===== config.mk =====
export PLATFORM = sky130hd
export DESIGN_NAME = stream_mux
export DESIGN_NICKNAME = d
export VERILOG_FILES = /design/src/rtl/stream_mux_pkg.sv /design/src/rtl/rr_arbiter.sv /design/src/rtl/stream_mux.sv
export SDC_FILE = /design/constraint.sdc
export NUM_CORES = 1
export LEC_CHECK = 0
export ABC_CLOCK_PERIOD_IN_PS = 4900
export BUFFER_PORTS_ARGS = -buffer_cell sky130_fd_sc_hd__clkbuf_2
export CORE_MARGIN = 5
export CORE_UTILIZATION = 45
export CTS_CLUSTER_DIAMETER = 100
export DETAILED_ROUTE_END_ITERATION = 8
export GPL_ROUTABILITY_DRIVEN = 0
export GPL_TIMING_DRIVEN = 0
export PLACE_DENSITY = 0.81
export SLEW_MARGIN = 15
export SYNTH_ARGS = -nofsm -noshare
export SYNTH_HDL_FRONTEND = slang
export SYNTH_SLANG_ARGS = --single-unit
export TNS_END_PERCENT = 100

===== constraint.sdc =====
create_clock -name clk -period 4.9 [get_ports clk]
set_clock_uncertainty 0.1 [all_clocks]
set_input_delay 0.735 -clock clk [delete_from_list [all_inputs] [get_ports clk]]
set_output_delay 0.735 -clock clk [all_outputs]
set_load 0.005 [all_outputs]

===== src/rtl/stream_mux_pkg.sv =====
// Shared constants and helpers for the stream_mux block.
package stream_mux_pkg;

  localparam logic MODE_FIXED = 1'b0;
  localparam logic MODE_RR    = 1'b1;

  // Select width for n channels; never narrower than one bit.
  function automatic int sel_width_for(input int n);
    return (n <= 2) ? 1 : $clog2(n);
  endfunction

endpackage


===== src/rtl/rr_arbiter.sv =====
// Combinational round-robin arbiter: first requester after ptr, wrapping,
// with ptr itself checked last.
module rr_arbiter #(
  parameter int NUM_IN    = 4,
  parameter int SEL_WIDTH = 2
) (
  input  logic [NUM_IN-1:0]    req,
  input  logic [SEL_WIDTH-1:0] ptr,
  output logic [SEL_WIDTH-1:0] grant,
  output logic                 grant_valid
);

  logic [SEL_WIDTH-1:0] idx;

  // Scan from farthest to nearest so the nearest requester overrides.
  always_comb begin
    grant       = '0;
    grant_valid = 1'b0;
    idx         = '0;
    for (int k = NUM_IN; k >= 1; k--) begin
      idx = SEL_WIDTH'((int'(ptr) + k) % NUM_IN);
      if (req[idx]) begin
        grant       = idx;
        grant_valid = 1'b1;
      end
    end
  end

endmodule


===== src/rtl/stream_mux.sv =====
// N-input registered stream mux with fixed-select or round-robin arbitration
// feeding a single output register stage.
module stream_mux
  import stream_mux_pkg::*;
#(
  parameter int DATA_WIDTH = 3,
  parameter int NUM_IN     = 4,
  parameter int SEL_WIDTH  = sel_width_for(NUM_IN)
) (
  input  logic                         clk,
  input  logic                         rst_n,
  input  logic [NUM_IN*DATA_WIDTH-1:0] in_data,
  input  logic [NUM_IN-1:0]            in_valid,
  output logic [NUM_IN-1:0]            in_ready,
  input  logic                         mode,
  input  logic [SEL_WIDTH-1:0]         sel,
  output logic [DATA_WIDTH-1:0]        out_data,
  output logic [SEL_WIDTH-1:0]         out_sel,
  output logic                         out_valid,
  input  logic                         out_ready
);

  logic [DATA_WIDTH-1:0] chan_data [NUM_IN];
  logic [DATA_WIDTH-1:0] out_data_q, out_data_d;
  logic [SEL_WIDTH-1:0]  out_sel_q, out_sel_d;
  logic                  out_valid_q, out_valid_d;
  logic [SEL_WIDTH-1:0]  ptr_q, ptr_d;

  logic [SEL_WIDTH-1:0]  rr_grant, grant;
  logic                  rr_grant_valid, fix_valid, grant_valid;
  logic                  ld;

  generate
    for (genvar gi = 0; gi < NUM_IN; gi++) begin : g_unpack
      assign chan_data[gi] = in_data[gi*DATA_WIDTH +: DATA_WIDTH];
    end
  endgenerate

  rr_arbiter #(
    .NUM_IN    (NUM_IN),
    .SEL_WIDTH (SEL_WIDTH)
  ) u_arb (
    .req         (in_valid),
    .ptr         (ptr_q),
    .grant       (rr_grant),
    .grant_valid (rr_grant_valid)
  );

  always_comb begin
    fix_valid = 1'b0;
    if (int'(sel) < NUM_IN) begin
      fix_valid = in_valid[sel];
    end
  end

  assign grant       = (mode == MODE_RR) ? rr_grant : sel;
  assign grant_valid = (mode == MODE_RR) ? rr_grant_valid : fix_valid;

  // Gating with rst_n keeps any handshake from completing while held in reset.
  assign ld = (!out_valid_q || out_ready) && rst_n;

  generate
    for (genvar gi = 0; gi < NUM_IN; gi++) begin : g_ready
      assign in_ready[gi] = ld && grant_valid && (grant == SEL_WIDTH'(gi));
    end
  endgenerate

  always_comb begin
    out_data_d  = out_data_q;
    out_sel_d   = out_sel_q;
    out_valid_d = out_valid_q;
    ptr_d       = ptr_q;
    if (ld) begin
      if (grant_valid) begin
        out_data_d  = chan_data[grant];
        out_sel_d   = grant;
        out_valid_d = 1'b1;
        ptr_d       = grant;
      end else begin
        out_valid_d = 1'b0;
      end
    end
  end

  always_ff @(posedge clk or negedge rst_n) begin
    if (!rst_n) begin
      out_data_q  <= '0;
      out_sel_q   <= '0;
      out_valid_q <= 1'b0;
      ptr_q       <= SEL_WIDTH'(NUM_IN - 1);
    end else begin
      out_data_q  <= out_data_d;
      out_sel_q   <= out_sel_d;
      out_valid_q <= out_valid_d;
      ptr_q       <= ptr_d;
    end
  end

  assign out_data  = out_data_q;
  assign out_sel   = out_sel_q;
  assign out_valid = out_valid_q;

endmodule


# Yosys cells after proc, flatten, opt, wreduce, memory -nomap -nowiden

Index checks and enable logic that the tools add are counted.

Word-level logic and storage cells: 52
Input bits: 22
Register bits after elaboration: 8

Reductions and logical operators: 10
Mux-type cells: 24
$add $sub $neg: 4
Order comparisons: 6
Equality and inequality tests: 3
Bitwise logic cells: 1

Operators with widths:

| kind                                                                   | number |
|---|---|
| 2-bit by 3-bit < comparator with 1-bit output (second input constant)  | 5 |
| 1-bit 2-to-1 mux                                                       | 11 |
| 1-bit binary-select mux with 2-bit select                              | 5 |
| 2-bit 2-to-1 mux                                                       | 5 |
| 3-bit binary-select mux with 2-bit select                              | 1 |
| 1-bit logical AND                                                      | 6 |
| 3-bit 2-to-1 mux                                                       | 2 |
| 2-bit by 1-bit adder with 2-bit output (second input constant)         | 2 |
| 2-bit adder (second input constant)                                    | 2 |
| 2-bit equality test (second input constant)                            | 2 |
| 3-bit >= comparator (second input constant)                            | 1 |
| 2-bit NOT with 3-bit output                                            | 1 |
| 2-bit by 1-bit equality test with 1-bit output (second input constant) | 1 |
| 2-bit logical NOT                                                      | 1 |
| 2-bit AND reduction                                                    | 1 |
| 1-bit logical NOT                                                      | 1 |
| 1-bit logical OR                                                       | 1 |

# Longest topological paths before layout

Gate-level depths: netlist of run 1.

Word-level depth: 12
Gate-level depth with buffers: 6
Gate-level depth less buffers: 5

# Modules after synthesis

A second synthesis of run 1 with hierarchy kept.

Cells, all modules: 58
Area total of the unflattened synthesis: 603.1 um^2

Modules (own cells, without submodules):

| module     | cells each | times used | area each (um^2) |
|---|---|---|---|
| stream_mux | 44         | 1          | 511.7 |
| rr_arbiter | 14         | 1          | 91.3 |

# Worst setup path before layout of run 1

No wires, ideal clock.

Kind: input port to output port
From: in sel[0]
To: out in_ready[3]
Required time: 4.065 ns
Arrival time: 1.855 ns
Buffers on the path: 1
Stages on the path: 6
Path slack: 2.210 ns
Path through: mux4_1 > nor2_1 > a211o_1 > buf_6 > nor2_1 > and2_1

Longest elaborated chain between the ends: 5
Elaborated cells between the ends (all ways): 7
Those cells by class: 1 x eq/ne; 4 x mux; 2 x reduce/logical

RTL lines:

| element                                   | line             | RTL |
|---|---|---|
| start, declared                           | stream_mux.sv:16 | `input logic [SEL_WIDTH-1:0] sel,` |
| 1-bit binary-select mux with 2-bit select | stream_mux.sv:52 | `fix_valid = in_valid[sel];` |
| 1-bit 2-to-1 mux (not written as such)    | stream_mux.sv:52 |  |
| 1-bit 2-to-1 mux                          | stream_mux.sv:57 | `assign grant_valid = (mode == MODE_RR) ? rr_grant_valid : fix_valid;` |
| 1-bit logical AND                         | stream_mux.sv:64 | `assign in_ready[gi] = ld && grant_valid && (grant == SEL_WIDTH'(gi));` |
| 1-bit logical AND (*)                     | stream_mux.sv:64 |  |
| end, declared                             | stream_mux.sv:14 | `output logic [NUM_IN-1:0] in_ready,` |

Mark *: on every way between the ends. The rest lies on a longest branch, timed or not. The select of a mux whose other input is x is not followed.

# Worst setup path in the final report of run 1

Ends and elaborated chain as after synthesis.

==> metrics.txt, run 1 <==
status=complete, no violations; Crit Path Max Fanout=10; Post-CTS Hold Buffers=0; peak supply drop=0.192 mV; # rows=13; final hold violation count=0; 1st-iter DRT viols=14; Yosys cell types=29; post-CTS setup buffer count=0; post-CTS resize count=0; CTS clk-pin slew, worst paths=0.06 ns; fin util=0.612; switch share=0.342; CTS tree=done; P&R area growth vs syn=32.7%; Arr. time, crit path=2.16 ns; share of layout cells above drive strength 1=0.402; crit path capture type=output pin; worst-margin pin slew=roughly 0.53 ns; Synth Cell Area=586 um2; Max H-tree Level=1; Port Buffer Count=30; routed length per placed instance=14.5 um; CP Launch Type=input pin; cell internal pwr=~0.16 mW; WHS=0.224 ns; Synth Instances=64; nets@finish=121; fmax=334 MHz; sequential share of power=0.421; WL final=1620 um; Die Wd=46.1 um; DRT antenna net count=0; RSZ-0062 raised after global routing=no; Seq/Total Area, Yosys=0.346; Die Y=46.1 um; Power Density=315 mW/mm2; Avg Inst Size Synth=9.15 um2; initial antenna violation count=0; Skew-Pair Late Insertion Delay=approximately 0.25 ns; first-pass GRT wire length=2480 um; Hold Crit Class=input pin to asynchronous set/reset pin; Worst Path Required=4.07 ns; initial core utilization=0.462; core area=0.00127 mm2; Max-Cap Viols=0; Max Slew Vio Count=0; pin count of the biggest net entering global routing=11; Psw=roughly 0.084 mW; antenna diode count=0; vias in the first global route=586; power share of the clock group=0.204; CTS buffer count=3; Yosys reg bits=8; Total GRT Usage=0.160; gr ovfl total=0; DRC violations left=0; vias per cell=5.71; combinational power share=0.375; CTS root buf=clkbuf_4; CTS sink cnt=8; router iterations before antenna repair=4; yosys warns=0; Max clock buf depth=2; critical path class=input pin to output pin; final setup fails=0; Final period util=0.611; Fin Setup TNS=0 ns; Pleak=0.419 nW; synthesized net count=86; IO Count=32; Rel. slew slack=0.646; via count=roughly 640; DIE AREA=approximately 0.0021 mm2; Final Critical Period=2.99 ns; HPWL after detailed placement=1290 um
## cells in the final DEF (no fill, tap or decap), types with 3 or more instances in the layout
master    count
nand2_1      12
inv_1         3
clkbuf_2     30
dfrtp_1       6
o221ai_1      3
nor2_1        3
nor2b_1       3
clkbuf_4      3
o21ai_0       3
mux2i_1       6
## power by group through the flow
stage / Clock, mW / Combinational (mW) / Sequential (mW)
floorplan: 0 / 0.0533 / 0.102
global placement: 0 / 0.0893 / 0.102
detailed placement: 0 / 0.0923 / 0.103
CTS: 0.0514 / 0.0929 / 0.103
global route: 0.0571 / 0.102 / 0.106
finish: 0.0500 / 0.0917 / 0.103
## final cells by class
class	count	area (um2)
fill	114	492
clock buffer	3	22.5
inverter	3	11.3
multi-input combinational	51	353
tap	15	18.8
sequential	8	203
timing repair buffer	30	150
buffer	2	18.8
## flip-flops by register name, indices dropped and copies added (netlist names)
name and count:
out_data 3, out_sel 2, ptr_q 2, out_valid 1
## per-stage QoR
stage                     power (mW)  instances  setup slack, ns  area (um2)
after CTS                      0.247        112             1.90         777
after detailed placement       0.196        109             1.92         754
final                          0.245        112             1.91         777
after global placement         0.191        109             1.91         754
after global routing           0.265        112             1.82         777
after floorplan                0.155         64             2.21         586
## cells by family after synthesis
kind of cell	count (synthesis)	synth area share
AND/OR/NAND/NOR	25	0.199
multiplexers	7	0.147
AO/OA/AOI/OAI	19	0.256
flip-flops	8	0.346
buffers and inverters	5	0.0513
## synth_stat cells (all sizes together)
cell / number / area, um2
a41oi: 1 / 8.76
nor3: 1 / 5.00
and2: 1 / 6.26
dfrtp: 6 / 150
nor2: 3 / 11.3
a22oi: 1 / 7.51
mux2i: 6 / 60.1
nand2b: 1 / 6.26
o22ai: 1 / 12.5
a211oi: 2 / 15.0
a31oi: 1 / 6.26
nand2: 12 / 45.0
a21oi: 1 / 5.00
o21bai: 1 / 7.51
nor3b: 1 / 7.51
nand3: 2 / 10.0
nor2b: 3 / 18.8
o21ai: 3 / 15.0
a211o: 1 / 8.76
o211ai: 1 / 7.51
dfstp: 2 / 52.6
a21o: 3 / 30.0
buf: 2 / 18.8
o221ai: 3 / 26.3
inv: 3 / 11.3
mux4: 1 / 26.3
nor4: 1 / 6.26
## worst paths after layout
path,to,startpoint,cells after the start,slack (ns)
setup / recovery,in_ready[3],sel[0],8,1.91
hold / removal,out_data[0],rst_n,1,0.22
setup reg to reg,out_data[1],ptr_q[0],5,3.06
hold reg to reg,out_sel[1],out_sel[1],1,0.38
max in group asynchronous,ptr_q[1],rst_n,1,4.21
min in group clk,out_sel[1],out_sel[1],1,0.38
## metal layers
metal	wire, um	up-vias	global-route usage
met5	0	-	0
li1	-	306	-
met4	9	0	0.0682
met1	633	299	0.203
met3	148	2	0.0352
met2	829	32	0.258
## critical path: stages
cell      delay, ns
clkbuf_2       0.10
mux4_1         0.55
nor2_1         0.13
a211o_1        0.13
buf_6          0.14
nor2_1         0.08
and2_1         0.19
clkbuf_2       0.11
No activity file was read; power rests on OpenSTA's default activity.
==> run 2: changes to the inputs <==
ABC_CLOCK_PERIOD_IN_PS = 3000   (was 4900)
CORE_UTILIZATION = 42   (was 45)
PLACE_DENSITY = 0.76   (was 0.81)
clock period = 3 ns   (was 4.9 ns; I/O delays follow)
==> run 2 against run 1 <==
Cell count rose by 1.8%. Power increased by 66%. Non-clock buffer count is 1 higher. Cell area rose by 1.8%. Via count down 2.2%. Worst hold slack better by 0.14 ns. Count of clock-buffer cells in the layout rose by 1. Highest routed layer unchanged.
==> metrics.txt, run 2 (synthesis results as in run 1) <==
CTS sink cnt=8 (unchanged); gr ovfl total=0 (unchanged); Worst Path Required=2.45 ns (-1.62 ns); Top Metal Used=met4; CTS root buf=clkbuf_4; # rows=13 (unchanged); Setup WS pre-CTS=0.535 ns (-1.39 ns); HPWL after detailed placement=1260 um (-2.2%); CTS tree=done; Crit path buffers/inverters=4 (+1); CP Launch Type=input pin; CTS clk-pin slew, worst paths=0.06 ns (about the same); most frequent cells in the layout=30 x clkbuf_2, 12 x nand2_1, 6 x mux2i_1, 6 x dfrtp_1; router iterations before antenna repair=4 (unchanged); nets@finish=122 (+0.83%); Total GRT Usage=0.161 (+0.00138); met1 WL=673 um (+6.3%); fin cells=114 (+1.8%); Final period util=0.920; crit-path max cell delay=0.52 ns (-0.03 ns); R2R Path Start=ptr_q[0]; Pleak=0.424 nW (+1.3%); max reg flops=3 (unchanged); most common cell after layout, fill and taps aside=clkbuf_2; final hold violation count=0 (unchanged); 1st-iter DRT viols=5 (-9); total power=0.407 mW (+66%); Arr. time, crit path=2.21 ns (+0.05 ns); crit path capture type=output pin; P&R area growth vs syn=35.0%; RSZ-0062 raised after global routing=no; initial antenna violation count=0 (unchanged); DR WL met2=810 um (-2.3%); first-pass GRT wire length=2510 um (+1.1%); worst-margin pin slew=0.538 ns (+0.00726 ns); Die Wd=47.3 um (+2.8%); Max H-tree Level=1 (unchanged); Max clock buf depth=2 (unchanged); CP cell instances=dlygate4sd3_1, clkbuf_2, o21ai_0, a211o_1, buf_6, nor2_1, and2_1, clkbuf_2; WL final=1600 um (-1.5%); DIE AREA=0.00224 mm2 (+5.6%); Worst path slowest cell=dlygate4sd3_1; critical path class=input pin to output pin; antenna diode count=0 (unchanged); status=complete, no violations; share of layout cells above drive strength 1=0.394 (-0.00812); final setup fails=0 (unchanged); Top delay family on crit path=buffers and inverters; DRC violations left=0 (unchanged); fmax=362 MHz; fin util=0.600 (-0.0122); Die Y=47.3 um (+2.8%); routed wl met3=101 um (-32%); Post-CTS Hold Buffers=1 (+1); vias per cell=5.48 (-3.9%); Fin Setup TNS=0 ns (unchanged); core area=0.00132 mm2 (+3.8%); initial core utilization=0.444 (-0.0171); Skew-Pair Late Insertion Delay=0.25 ns (about the same); routed length per placed instance=14.0 um (-3.3%); Placed Instances=109 (unchanged); Max Slew Vio Count=0 (unchanged); IO Count=32 (unchanged); via count=625 (-2.2%); Max-Cap Viols=0 (unchanged); Rel. slew slack=0.642 (-0.00484); final worst slack=0.241 ns (-1.67 ns); Crit Path Max Fanout=10 (unchanged); Port Buffer Count=30 (unchanged); CP Launch Point=rst_n; Final Critical Period=~2.8 ns; post-CTS resize count=0 (unchanged); CTS buffer count=3 (unchanged); vias in the first global route=563 (-3.9%); pin count of the biggest net entering global routing=11 (unchanged); peak supply drop=0.377 mV (+96%); cell mode on critical path=clkbuf_2; Hold Crit Start=out_ready; post-CTS setup buffer count=0 (unchanged); DRT antenna net count=0 (unchanged); Hold Crit Class=input pin to register; Power Density=514 mW/mm2 (+63%)
==> run 2: changes by cell type in the layout (fill, tap and decap cells not counted) <==
cell | previous run | this run
clkbuf_1 | 0 | 1
dlygate4sd3_1 | 0 | 1
==> run 2: cell type report <==
class	count	area (um2)
plain buffers	2	18.8
fillers	134	527
repair buffers	31	160
clock buffers	4	26.3
multi-input cells	51	353
flip-flops and latches	8	203
inverters	3	11.3
well taps	15	18.8
==> run 2: power by group <==
group / total [mW] / switching (mW) / leakage, nW / internal (mW)
clock network: 0.0880 / 0.0371 / 0.0150 / 0.0509
registers: 0.167 / 0.0233 / 0.0944 / 0.144
logic: 0.152 / 0.0771 / 0.315 / 0.0745
==> run 2: final timing paths <==
kind / endpoint / slack, ns / cells after the start
max in group asynchronous: ptr_q[1] / 2.06 / 2
min reg2reg: out_sel[0] / 0.38 / 2
max: in_ready[3] / 0.24 / 8
min: out_valid / 0.36 / 4
min in group asynchronous: out_sel[0] / 0.48 / 2
max reg2reg: out_data[0] / 1.17 / 5
==> run 2: routing by layer <==
metal | track usage | up-vias
met3 | 0.0651 | 2
met5 | 0 | -
met2 | 0.251 | 15
met4 | 0.0608 | 0
li1 | - | 313
met1 | 0.199 | 295
==> run 2: stage by stage <==
stage	area (um2)	hold WS [ns]
2_1_floorplan	586	0.0544
3_3_place_gp	754	0.211
6_report	791	0.364
5_1_grt	791	0.365
4_1_cts	791	0.352
3_5_place_dp	754	0.216
==> run 2: worst register-to-register path, delay by kind of cell (launching register included) <==
| kind | cells | cell delay, ns |
|---|---|---|
| flops | 1 | 0.55 |
| mux | 1 | 0.25 |
| simple gates | 1 | 0.11 |
| compound gates | 3 | 0.68 |
==> run 3: changes to the inputs <==
CORE_UTILIZATION = 45   (was 42)
CTS_BUF_LIST = sky130_fd_sc_hd__clkbuf_4   (was not set)
PLACE_DENSITY = 0.88   (was 0.76)
==> run 3 against run 2 <==
Global-route usage grew 0.84 points. Setup slack worse by 0.028 ns. First-iteration DRC count increased to 3.4 times the previous value. Cell count down 0.88%. Utilization up 2.0 points. Die area shrank 5.3%. Power decreased by 1.9%. Sequential power hardly changed. Via count increased by 1.8%. Count of clock-buffer cells in the layout decreased by 1.
==> metrics.txt, run 3 (synthesis results as in run 1) <==
1st-iter DRT viols=17 (+12); Crit Path Max Fanout=10 (unchanged); IO Count=32 (unchanged); Die Y=46.1 um (-2.7%); CTS buffer count=3 (unchanged); fmax=359 MHz (-1.0%); Max clock buf depth=2 (unchanged); max reg flops=3 (unchanged); fin util=0.620 (+0.0201); final setup fails=0 (unchanged); via count=636 (+1.8%); RSZ-0062 raised after global routing=no; antenna diode count=0 (unchanged); Worst Path Required=2.45 ns (about the same); gr ovfl total=0 (unchanged); Port Buffer Count=30 (unchanged); first-pass GRT wire length=2610 um (+3.9%); DIE AREA=0.00212 mm2 (-5.3%); initial antenna violation count=0 (unchanged); worst-margin pin slew=0.547 ns (+0.00970 ns); router iterations before antenna repair=4 (unchanged); crit path capture type=output pin; CTS clk-pin slew, worst paths=0.05 ns (about the same); P&R area growth vs syn=34.4%; nets@finish=122 (unchanged); CP Launch Type=input pin; Total GRT Usage=0.170 (+0.00839); Max H-tree Level=1 (unchanged); critical path class=input pin to output pin; final worst slack=0.212 ns (-0.0285 ns); Rel. slew slack=0.635 (-0.00646); Arr. time, crit path=2.24 ns (+0.03 ns); HPWL after detailed placement=1280 um (+2.2%); vias per cell=5.63 (+2.7%); DRT antenna net count=0 (unchanged); routed length per placed instance=14.0 um (+0.38%); core area=0.00127 mm2 (-3.7%); post-CTS resize count=0 (unchanged); initial core utilization=0.462 (+0.0171); peak supply drop=0.327 mV (-13%); CTS sink cnt=8 (unchanged); DRC violations left=0 (unchanged); Final period util=0.929 (+0.00949); CTS root buf=clkbuf_4; most common cell after layout, fill and taps aside=clkbuf_2; Setup WS pre-CTS=0.581 ns (+0.0460 ns); WL final=1590 um (-0.50%); Max-Cap Viols=0 (unchanged); Power Density=507 mW/mm2 (-1.4%); share of layout cells above drive strength 1=0.398 (+0.00402); # rows=13 (unchanged); pin count of the biggest net entering global routing=11 (unchanged); status=complete, no violations; Pleak=0.423 nW (-0.28%); post-CTS setup buffer count=0 (unchanged); Max Slew Vio Count=0 (unchanged); Fin Setup TNS=0 ns (unchanged); Final Critical Period=2.79 ns (+0.0285 ns); CTS tree=done; Skew-Pair Late Insertion Delay=0.26 ns (about the same); vias in the first global route=602 (+6.9%); Hold Crit Class=input pin to register; Die Wd=46.1 um (-2.7%); final hold violation count=0 (unchanged); most frequent cells in the layout=30 x clkbuf_2, 12 x nand2_1, 6 x mux2i_1, 6 x dfrtp_1
run 3: final cells by class:
type	count	area, um2
well taps	15	18.8
multi-input cells	51	353
fillers	116	482
plain buffers	2	18.8
flip-flops and latches	8	203
inverters	3	11.3
repair buffers	31	160
clock buffers	3	22.5
run 3: worst paths after layout:
path / start / end / slack (ns) / cells past startpoint
worst max-delay path: rst_n / in_ready[3] / 0.21 / 8
worst min-delay path: out_ready / out_valid / 0.37 / 4
worst max register to register: ptr_q[0] / out_data[1] / 1.19 / 5
worst min register to register: out_sel[1] / out_sel[1] / 0.38 / 1
max in group asynchronous: rst_n / ptr_q[1] / 2.05 / 2
min in group asynchronous: rst_n / out_data[1] / 0.49 / 2
run 3: timing repair:
action,in CTS,in global routing
hold buffers,1,0
setup endpoints to repair,0,0
hold endpoints to repair,6,0
run 3: per-layer routing:
layer  part of all wire  global-route usage
met1               0.40               0.215
met2               0.50               0.266
met3              0.085              0.0547
met4              0.012              0.0625
met5                  0                   0
run 3: stage by stage:
stage,cell area (um2),power (mW),cells,hold slack [ns]
after floorplan,586,0.253,64,0.0544
after global placement,754,0.312,109,0.209
after detailed placement,754,0.317,109,0.217
after CTS,787,0.402,113,0.375
after global routing,787,0.428,113,0.393
final,787,0.399,113,0.371
run 3: worst max-delay path: stages:
cell	delay, ns
dlygate4sd3_1	0.53
clkbuf_2	0.24
o21ai_0	0.17
a211o_1	0.26
buf_6	0.14
nor2_1	0.16
and2_1	0.17
clkbuf_2	0.12
run 3: power breakdown:
part           leakage, nW  switching (mW)  total (mW)  internal, mW
clock               0.0138          0.0367      0.0825        0.0458
combinational        0.315          0.0762       0.151        0.0744
sequential          0.0944          0.0222       0.166         0.144
